==> config.mk <==
export PLATFORM = sky130hd
export DESIGN_NAME = issue_scheduler
export DESIGN_NICKNAME = d
export VERILOG_FILES = /design/src/rtl/issue_pkg.sv /design/src/rtl/pair_hazard_check.sv /design/src/rtl/issue_scheduler.sv
export SDC_FILE = /design/constraint.sdc
export NUM_CORES = 1
export LEC_CHECK = 0
export CELL_PAD_IN_SITES_DETAIL_PLACEMENT = 0
export CELL_PAD_IN_SITES_GLOBAL_PLACEMENT = 1
export CORE_MARGIN = 4
export CORE_UTILIZATION = 37
export DETAILED_ROUTE_END_ITERATION = 10
export PLACE_DENSITY_LB_ADDON = 0.2
export SYNTH_ARGS = -nofsm -noshare
export SYNTH_HDL_FRONTEND = slang
export SYNTH_SLANG_ARGS = --single-unit
==> constraint.sdc <==
create_clock -name clk -period 4.2 [get_ports clk]
set_clock_uncertainty 0.1 [all_clocks]
set_input_delay 1.05 -clock clk [delete_from_list [all_inputs] [get_ports clk]]
set_output_delay 1.05 -clock clk [all_outputs]
set_load 0.01 [all_outputs]
==> src/rtl/issue_pkg.sv <==
// Shared types and constants for the dual-issue scheduler.
package issue_pkg;

  // PAIR: neither lane of the decode pair has issued yet.
  // SPLIT: lane 1 already issued, lane 2 still waiting in decode.
  typedef enum logic [0:0] {
    PAIR  = 1'b0,
    SPLIT = 1'b1
  } issue_state_t;

  localparam logic [4:0] REG_ZERO = 5'd0;

endpackage

==> src/rtl/pair_hazard_check.sv <==
// Combinational hazard detection for the decoded instruction pair:
// intra-pair conflicts and load-use hazards against the execute stage.
module pair_hazard_check
  import issue_pkg::*;
(
  input  logic       ValidD1,
  input  logic       ValidD2,
  input  logic [4:0] Rs1D,
  input  logic [4:0] Rs2D,
  input  logic [4:0] RdD1,
  input  logic [4:0] Rs4D,
  input  logic [4:0] Rs5D,
  input  logic [4:0] RdD2,
  input  logic       RegWriteD1,
  input  logic       RegWriteD2,
  input  logic       LoadD1,
  input  logic       StoreD1,
  input  logic       LoadD2,
  input  logic       StoreD2,
  input  logic       BranchD1,
  input  logic [1:0] JumpD1,
  input  logic [4:0] RdE1,
  input  logic [4:0] RdE2,
  input  logic       LoadE1,
  input  logic       LoadE2,
  output logic       pc,
  output logic       lu1,
  output logic       lu2
);

  // A source waits on a load in either execute lane; x0 never does.
  function automatic logic lu(input logic [4:0] x, input logic [4:0] rde1, input logic [4:0] rde2,
                              input logic lde1, input logic lde2);
    return (x != REG_ZERO) && ((lde1 && (x == rde1)) || (lde2 && (x == rde2)));
  endfunction

  logic raw, waw, mem2, ctl1;

  // Pair conflicts force a split; load-use forces a stall in the affected lane.
  always_comb begin
    raw  = RegWriteD1 && (RdD1 != REG_ZERO) && ((RdD1 == Rs4D) || (RdD1 == Rs5D));
    waw  = RegWriteD1 && RegWriteD2 && (RdD1 == RdD2) && (RdD1 != REG_ZERO);
    mem2 = (LoadD1 || StoreD1) && (LoadD2 || StoreD2);
    ctl1 = BranchD1 || (JumpD1 != 2'b00);
    pc   = ValidD1 && ValidD2 && (raw || waw || mem2 || ctl1);
    lu1  = ValidD1 && (lu(Rs1D, RdE1, RdE2, LoadE1, LoadE2) || lu(Rs2D, RdE1, RdE2, LoadE1, LoadE2));
    lu2  = ValidD2 && (lu(Rs4D, RdE1, RdE2, LoadE1, LoadE2) || lu(Rs5D, RdE1, RdE2, LoadE1, LoadE2));
  end

endmodule

==> src/rtl/issue_scheduler.sv <==
// Dual-issue pairing and hazard scheduler: decides dual issue, split issue
// or load-use stall, drives F/D stall and per-lane E bubbles, counts stats.
module issue_scheduler
  import issue_pkg::*;
#(
  parameter int CNT_W = 32
) (
  input  logic             clk,
  input  logic             rst,
  input  logic             ValidD1,
  input  logic             ValidD2,
  input  logic [4:0]       Rs1D,
  input  logic [4:0]       Rs2D,
  input  logic [4:0]       RdD1,
  input  logic [4:0]       Rs4D,
  input  logic [4:0]       Rs5D,
  input  logic [4:0]       RdD2,
  input  logic             RegWriteD1,
  input  logic             RegWriteD2,
  input  logic             LoadD1,
  input  logic             StoreD1,
  input  logic             LoadD2,
  input  logic             StoreD2,
  input  logic             BranchD1,
  input  logic [1:0]       JumpD1,
  input  logic [4:0]       RdE1,
  input  logic [4:0]       RdE2,
  input  logic             LoadE1,
  input  logic             LoadE2,
  input  logic             PCSrcE,
  output logic             StallF,
  output logic             StallD,
  output logic             FlushD,
  output logic             FlushE1,
  output logic             FlushE2,
  output logic             IssueD1,
  output logic             IssueD2,
  output logic [CNT_W-1:0] CntDual,
  output logic [CNT_W-1:0] CntSingle,
  output logic [CNT_W-1:0] CntStall
);

  localparam logic [CNT_W-1:0] CNT_ONE = {{(CNT_W-1){1'b0}}, 1'b1};

  issue_state_t state, state_nxt;
  logic         pc, lu1, lu2;

  pair_hazard_check u_hazard (
    .ValidD1    (ValidD1),
    .ValidD2    (ValidD2),
    .Rs1D       (Rs1D),
    .Rs2D       (Rs2D),
    .RdD1       (RdD1),
    .Rs4D       (Rs4D),
    .Rs5D       (Rs5D),
    .RdD2       (RdD2),
    .RegWriteD1 (RegWriteD1),
    .RegWriteD2 (RegWriteD2),
    .LoadD1     (LoadD1),
    .StoreD1    (StoreD1),
    .LoadD2     (LoadD2),
    .StoreD2    (StoreD2),
    .BranchD1   (BranchD1),
    .JumpD1     (JumpD1),
    .RdE1       (RdE1),
    .RdE2       (RdE2),
    .LoadE1     (LoadE1),
    .LoadE2     (LoadE2),
    .pc         (pc),
    .lu1        (lu1),
    .lu2        (lu2)
  );

  // State register; reset abandons any pending lane 2.
  always_ff @(posedge clk or negedge rst) begin
    if (!rst) state <= PAIR;
    else      state <= state_nxt;
  end

  // Next state and control decode; the defaults are the reset / idle outputs
  // (both lanes bubbled, nothing stalled), so reset only has to skip the decode.
  always_comb begin
    state_nxt = state;
    StallF    = 1'b0;
    StallD    = 1'b0;
    FlushD    = 1'b0;
    FlushE1   = 1'b1;
    FlushE2   = 1'b1;
    if (rst) begin
      if (PCSrcE) begin
        FlushD    = 1'b1;
        state_nxt = PAIR;
      end else if (state == PAIR) begin
        if (lu1) begin
          StallF = 1'b1;
          StallD = 1'b1;
        end else if (pc || lu2) begin
          FlushE1   = !ValidD1;
          StallF    = 1'b1;
          StallD    = 1'b1;
          state_nxt = SPLIT;
        end else begin
          FlushE1 = !ValidD1;
          FlushE2 = !ValidD2;
        end
      end else begin
        if (lu2) begin
          StallF = 1'b1;
          StallD = 1'b1;
        end else begin
          FlushE2   = !ValidD2;
          state_nxt = PAIR;
        end
      end
    end
    IssueD1 = ValidD1 && !FlushE1;
    IssueD2 = ValidD2 && !FlushE2;
  end

  // Issue statistics; redirect cycles are not counted.
  always_ff @(posedge clk or negedge rst) begin
    if (!rst) begin
      CntDual   <= '0;
      CntSingle <= '0;
      CntStall  <= '0;
    end else if (!PCSrcE) begin
      if (IssueD1 && IssueD2)      CntDual   <= CntDual + CNT_ONE;
      else if (IssueD1 ^ IssueD2)  CntSingle <= CntSingle + CNT_ONE;
      else if (StallD)             CntStall  <= CntStall + CNT_ONE;
    end
  end

endmodule

### Word-level counts from Yosys, hierarchy flattened

Index checks and enable logic that the tools add are counted.

* register bits after elaboration: 97
* word-level logic and storage cells: 95
* output and inout bits: 103

* mux-type cells: 21
* bitwise logic cells: 4
* reductions and logical operators: 52
* add/subtract/negate cells: 3
* equal/unequal tests: 11

Operators with widths (number)
* adder 32 x 1 -> 32 bit, second input constant: 3
* equality test 5 bit: 11
* logical AND 1 bit: 25
* nonzero test 5 bit: 5
* 2-to-1 mux 1 bit: 21
* logical OR 1 bit: 14
* logical NOT 1 bit: 4
* AND reduction 4 bit: 1
* inverter 1 bit: 3
* AND reduction 3 bit: 1
* AND reduction 2 bit: 1
* nonzero test 2 bit: 1
* bitwise XOR 1 bit: 1

### Depth between registers and ports, before layout

Gate-level depths: netlist of the first run.

* word-level depth: 18
* mapped depth: 16
* mapped depth without buffers: 15

### Hierarchy

A second synthesis of the first run with hierarchy kept.

* cell total of the unflattened synthesis: 490
* area, all modules: 5168.7 um2

Modules (own cells, without submodules)
* issue_scheduler: instances 1, cells each 395, area each 4429.2 um2
* pair_hazard_check: instances 1, cells each 95, area each 739.5 um2

### Worst setup path after synthesis of the first run

Ideal clock, no wire load.

* path type: input to register
* from: in RdE2[2]
* to: reg CntDual[30]
* data arrival time: 4.095 ns
* stages: 16
* setup slack: -0.074 ns
* cells stage by stage: buf_2 > xnor2_1 > nand4_1 > o22ai_1 > a22oi_2 > inv_1 > o31ai_1 > and3_1 > ha_1 > nand3b_4 > or2_4 > nor3_4 > nand2_2 > or3_4 > nor2_2 > xor2_1

* longest elaborated chain between the ends: 16
* elaborated cells on any way between the ends: 37

RTL lines
* start: declaration: RTL line issue_scheduler.sv:27 `input logic [4:0] RdE2,`
* equality test 5 bit: RTL line pair_hazard_check.sv:34 `return (x != REG_ZERO) && ((lde1 && (x == rde1)) || (lde2 && (x == rde2)));`
* logical AND 1 bit: RTL line pair_hazard_check.sv:34
* logical OR 1 bit: RTL line pair_hazard_check.sv:34
* logical AND 1 bit: RTL line pair_hazard_check.sv:34
* logical OR 1 bit: RTL line pair_hazard_check.sv:47 `lu2 = ValidD2 && (lu(Rs4D, RdE1, RdE2, LoadE1, LoadE2) || lu(Rs5D, RdE1, RdE2, LoadE1, LoadE2));`
* logical AND 1 bit: RTL line pair_hazard_check.sv:47
* logical OR 1 bit: RTL line issue_scheduler.sv:97 `end else if (pc || lu2) begin`
* 2-to-1 mux 1 bit: RTL line issue_scheduler.sv:97
* 2-to-1 mux 1 bit: RTL line issue_scheduler.sv:94 `if (lu1) begin`
* 2-to-1 mux 1 bit *: RTL line issue_scheduler.sv:93 `end else if (state == PAIR) begin`
* 2-to-1 mux 1 bit *: RTL line issue_scheduler.sv:90 `if (PCSrcE) begin`
* 2-to-1 mux 1 bit *: RTL line issue_scheduler.sv:89 `if (rst) begin`
* logical NOT 1 bit *: RTL line issue_scheduler.sv:117 `IssueD2 = ValidD2 && !FlushE2;`
* logical AND 1 bit *: RTL line issue_scheduler.sv:117
* via IssueD2: RTL line issue_scheduler.sv:37 `output logic IssueD2,`
* logical AND 1 bit *: RTL line issue_scheduler.sv:127 `if (IssueD1 && IssueD2) CntDual <= CntDual + CNT_ONE;`
* AND reduction 2 bit (no source line) *
* end signal: assignment: RTL line issue_scheduler.sv:127
* end: declaration: RTL line issue_scheduler.sv:38 `output logic [CNT_W-1:0] CntDual,`

Mark *: on every way through the listed nets, which the timed path passes. The rest lies on a longest branch.
A chain may end at the register's enable or synchronous reset.

### Worst setup path in the final report of the first run

* from: in RdD1[4]
* to: out StallD

* longest elaborated chain between the ends: 13
* elaborated cells on any way between the ends: 19

RTL lines
* start: declaration: RTL line issue_scheduler.sv:14 `input logic [4:0] RdD1,`
* equality test 5 bit (tied with other cells): RTL line pair_hazard_check.sv:41 `raw = RegWriteD1 && (RdD1 != REG_ZERO) && ((RdD1 == Rs4D) || (RdD1 == Rs5D));`
* logical OR 1 bit (tied with other cells): RTL line pair_hazard_check.sv:41
* logical AND 1 bit (on tied branches): RTL line pair_hazard_check.sv:41, pair_hazard_check.sv:42
* logical OR 1 bit * (3 in a row): RTL line pair_hazard_check.sv:45 `pc = ValidD1 && ValidD2 && (raw || waw || mem2 || ctl1);`
* logical AND 1 bit *: RTL line pair_hazard_check.sv:45
* logical OR 1 bit *: RTL line issue_scheduler.sv:97
* 2-to-1 mux 1 bit *: RTL line issue_scheduler.sv:97
* 2-to-1 mux 1 bit *: RTL line issue_scheduler.sv:94
* 2-to-1 mux 1 bit *: RTL line issue_scheduler.sv:93
* 2-to-1 mux 1 bit *: RTL line issue_scheduler.sv:90
* 2-to-1 mux 1 bit *: RTL line issue_scheduler.sv:89
* end: declaration: RTL line issue_scheduler.sv:32 `output logic StallD,`

Every way passes the cells marked *; elsewhere a longest branch is shown, timed or not.

==> summary.md, run 1 <==
| Metric | Value |
|---|---|
| Antenna diode count | 0 |
| Crit end category | output port |
| Hold_ws | 0.3745 ns |
| Xor/xnor share of the synthesized area | 0.2357 |
| Commonest non-fill, non-tap cell in the layout | clkdlybuf4s50_1 |
| Crit Path Class | in -> out |
| Combinational family with the most area after synthesis | XOR/XNOR gates |
| Most frequent cells in the layout | clkdlybuf4s50_1, xnor2_1, dfrtp_1 |
| Post-synthesis instance total | 514 |
| Die Span Y | 129.9 um |
| Post-synthesis sequential area ratio | 0.4413 |
| Number of top-level pins | 159 |
| Met3 WL | 932 um |
| #FFs+latches synth | 97 |
| Filler cell count | 1327 |
| Final Hold Fails | 0 |
| Sink Count | 97 |
| Synth area leader | dfrtp_1 |
| CP max FO | 3 |
| Row cnt | 44 |
| CORE AREA | 14530 um^2 |
| Period utilisation layout | 0.9805 |
| Mapped Nets | 575 |
| Area post-placement | 7561 um^2 |
| Top FF cell, synth | dfrtp_1 |
| Cts-stage hold buffer count | 0 |
| Share of the synthesized area in the top cell type | 0.4413 |
| Post-synthesis cell area | 5500 um^2 |
| Number of flops mapped to enable cells by yosys | 0 |
| Final net count | 777 |
| TritonCTS clock tree | done |
| Input/output buffers | 158 |
| Synth area leaders | dfrtp_1, xnor2_1, xor2_1 |
| Highest metal used | met5 |
| H-tree level count | 3 |
| Pwr dens | 280.6 nW/um^2 |
| Outcome | finished clean |
| Area Overhead vs Synth | 45.77% |
| Detailed placer's ending HPWL | 10870 um |
| DIE AREA | 16880 um^2 |
| Largest net degree at the start of global routing | 80 |
| CTS Buf Count | 9 |
| Peak VDD IR | 0.0002093 V |
| CTS max path bufs | 2 |
| Simple-gate share of the synthesized area | 0.1904 |
| Final Max Slew Viols | 0 |
| Vias | 4465 |
| Compound-cell area share of the yosys netlist | 0.08917 |
| Remaining antenna violation count | 0 |
| M1 WL | 6250 um |
| Post-synthesis mux area share | 0.006142 |
| Vias in the first global route | 4579 |
| RSZ-0062 raised after global routing | false |
| Lkg Pwr | 3.544 nW |
| Finished Layout Cells | 905 |
| Fmax | 242.8 MHz |
| Metal2 WL | 6652 um |
| First-pass DRT Iterations | 4 |
| Adder-Cell Fraction of Synth Area | 0.01137 |
| Syn. warnings | 0 |
| Placed instance count | 886 |
| Placer congestion estimate | 0.8738 |
| Worst Tran Pin Value | 1.009 ns |
| Asr flop ratio synth | 1.000 |
| Starting DRT DRC Count | 125 |
| Chip width | 129.9 um |
| Hold WC Path Type | reg -> reg |
| Total wire length | 13990 um |
| # setup viols final | 0 |
| Max-cap violation count | 0 |
| Final Cell Area | 8018 um^2 |
| Fraction of final layout cells sized beyond drive strength 1 | 0.1803 |
| Initial antenna violation count | 1 |
| CTS Root Cell | clkbuf_16 |
| Reg clk slew, reported paths | 0.07 ns |
| CP arrival | 2.97 ns |
| Crit start category | input pin |
| Initial Util | 0.3784 |
| Clk_lat worst skew | 0.34 ns |
| Netlist cell types | 50 |
| Grt total ovfl | 0 |
| GRT Util Overall | 0.1706 |
| First-pass GRT wire length | 22990 um |
| Rel. slew slack | 0.3270 |
| DR WL/cell | 15.46 um |
| DRC Markers | 0 |
| Avg Synthesized Cell Area | 10.70 um^2 |
| Vias per std cell | 4.934 |
| Minimum clock period after layout | 4.118 ns |
| Worst EP required | 3.05 ns |
[worst paths after layout]
path,start,to,slack [ns],cells after the start
max reg2reg,state,CntDual[28],1.36,13
max in group asynchronous,rst,CntDual[1],2.46,2
min reg2reg,CntSingle[31],CntSingle[31],0.37,1
max,RdD1[4],StallD,0.08,8
min,CntSingle[31],CntSingle[31],0.37,1
min in group asynchronous,rst,CntStall[6],0.60,2
[worst max-delay path, cell delays in order]
cell and delay (ns):
clkdlybuf4s50_1 0.46, or4_4 0.45, o21ai_4 0.18, a31oi_4 0.06, buf_6 0.13, o211a_4 0.22
or2_4 0.26, buf_2 0.14
[registers in the layout, indices dropped and copies added (netlist names)]
| name | count |
|---|---|
| CntDual | 32 |
| CntStall | 32 |
| state | 1 |
| CntSingle | 32 |
[synth_stat cells, types with 2 or more instances]
master / number
nand3_1: 21
mux2_2: 2
nor2_1: 28
nand2_2: 2
xor2_1: 30
o2111ai_1: 4
inv_1: 5
and3_1: 26
buf_6: 4
xnor2_1: 118
dfrtp_1: 97
nand2_1: 50
o21ai_1: 10
nor2_2: 4
and2_1: 5
o2111ai_2: 10
and4_1: 6
nand4_1: 22
o22ai_1: 5
buf_2: 11
nor3_1: 9
a22oi_2: 2
buf_4: 2
o21bai_1: 2
ha_1: 5
and2b_1: 3
o211ai_2: 8
[cells by family after synthesis]
logic type	count (synthesis)
AND/OR/NAND/NOR	190
multiplexers	3
XOR/XNOR	148
adder cells (fa/ha/maj)	5
flip-flops	97
buffers and inverters	24
AO/OA/AOI/OAI	47
[stage by stage]
step	utilization	setup slack [ns]	power (mW)	setup TNS [ns]
after global placement	0.5202	-0.3168	1.417	-6.941
after global routing	0.5517	0.007116	2.361	0
after detailed placement	0.5202	-0.3389	1.426	-8.854
after CTS	0.5408	0.01581	2.279	0
after floorplan	-	0.01319	1.191	0
final	0.5517	0.08204	2.250	0
[repair_timing]
action	CTS	global route
cloned	0	0
endpoints found under the setup margin	5	33
gates resized for setup	20	37
setup buffers	0	3
pin swaps	3	7
[routing by layer]
metal  vias up  GRT usage
met2       123     0.2702
met1      2145     0.2290
met3        12    0.05362
met4         2    0.04218
met5         -          0
li1       2183          -
[cell type report]
| cell class | count | area [um^2] | share of cell area |
|---|---|---|---|
| multi-input combinational | 393 | 3042 | 0.3794 |
| sequential | 97 | 2427 | 0.3027 |
| timing repair buffer | 210 | 1996 | 0.2489 |
| clock buffer | 10 | 239.0 | 0.02981 |
| tap | 184 | 230.2 | 0.02871 |
| clock inverter | 6 | 65.06 | 0.008115 |
| inverter | 5 | 18.77 | 0.002341 |
[report_power, final]
part | internal [mW] | total, mW | switching [mW] | leakage [nW]
Clock | 0.480 | 0.839 | 0.359 | 0.149
Combinational | 0.214 | 0.394 | 0.180 | 2.05
Sequential | 0.970 | 1.02 | 0.0467 | 1.34
Note: power is estimated with default switching activity, not from simulation.
==> run 2: changes to the inputs <==
--- a/config.mk
+++ b/config.mk
@@ -10,6 +10,7 @@
 export CORE_MARGIN = 4
 export CORE_UTILIZATION = 37
 export DETAILED_ROUTE_END_ITERATION = 10
+export HOLD_SLACK_MARGIN = 0.03
 export PLACE_DENSITY_LB_ADDON = 0.2
 export SYNTH_ARGS = -nofsm -noshare
 export SYNTH_HDL_FRONTEND = slang
==> results of run 2 <==
The final DEF is identical to that of run 1; final timing and power are the same.
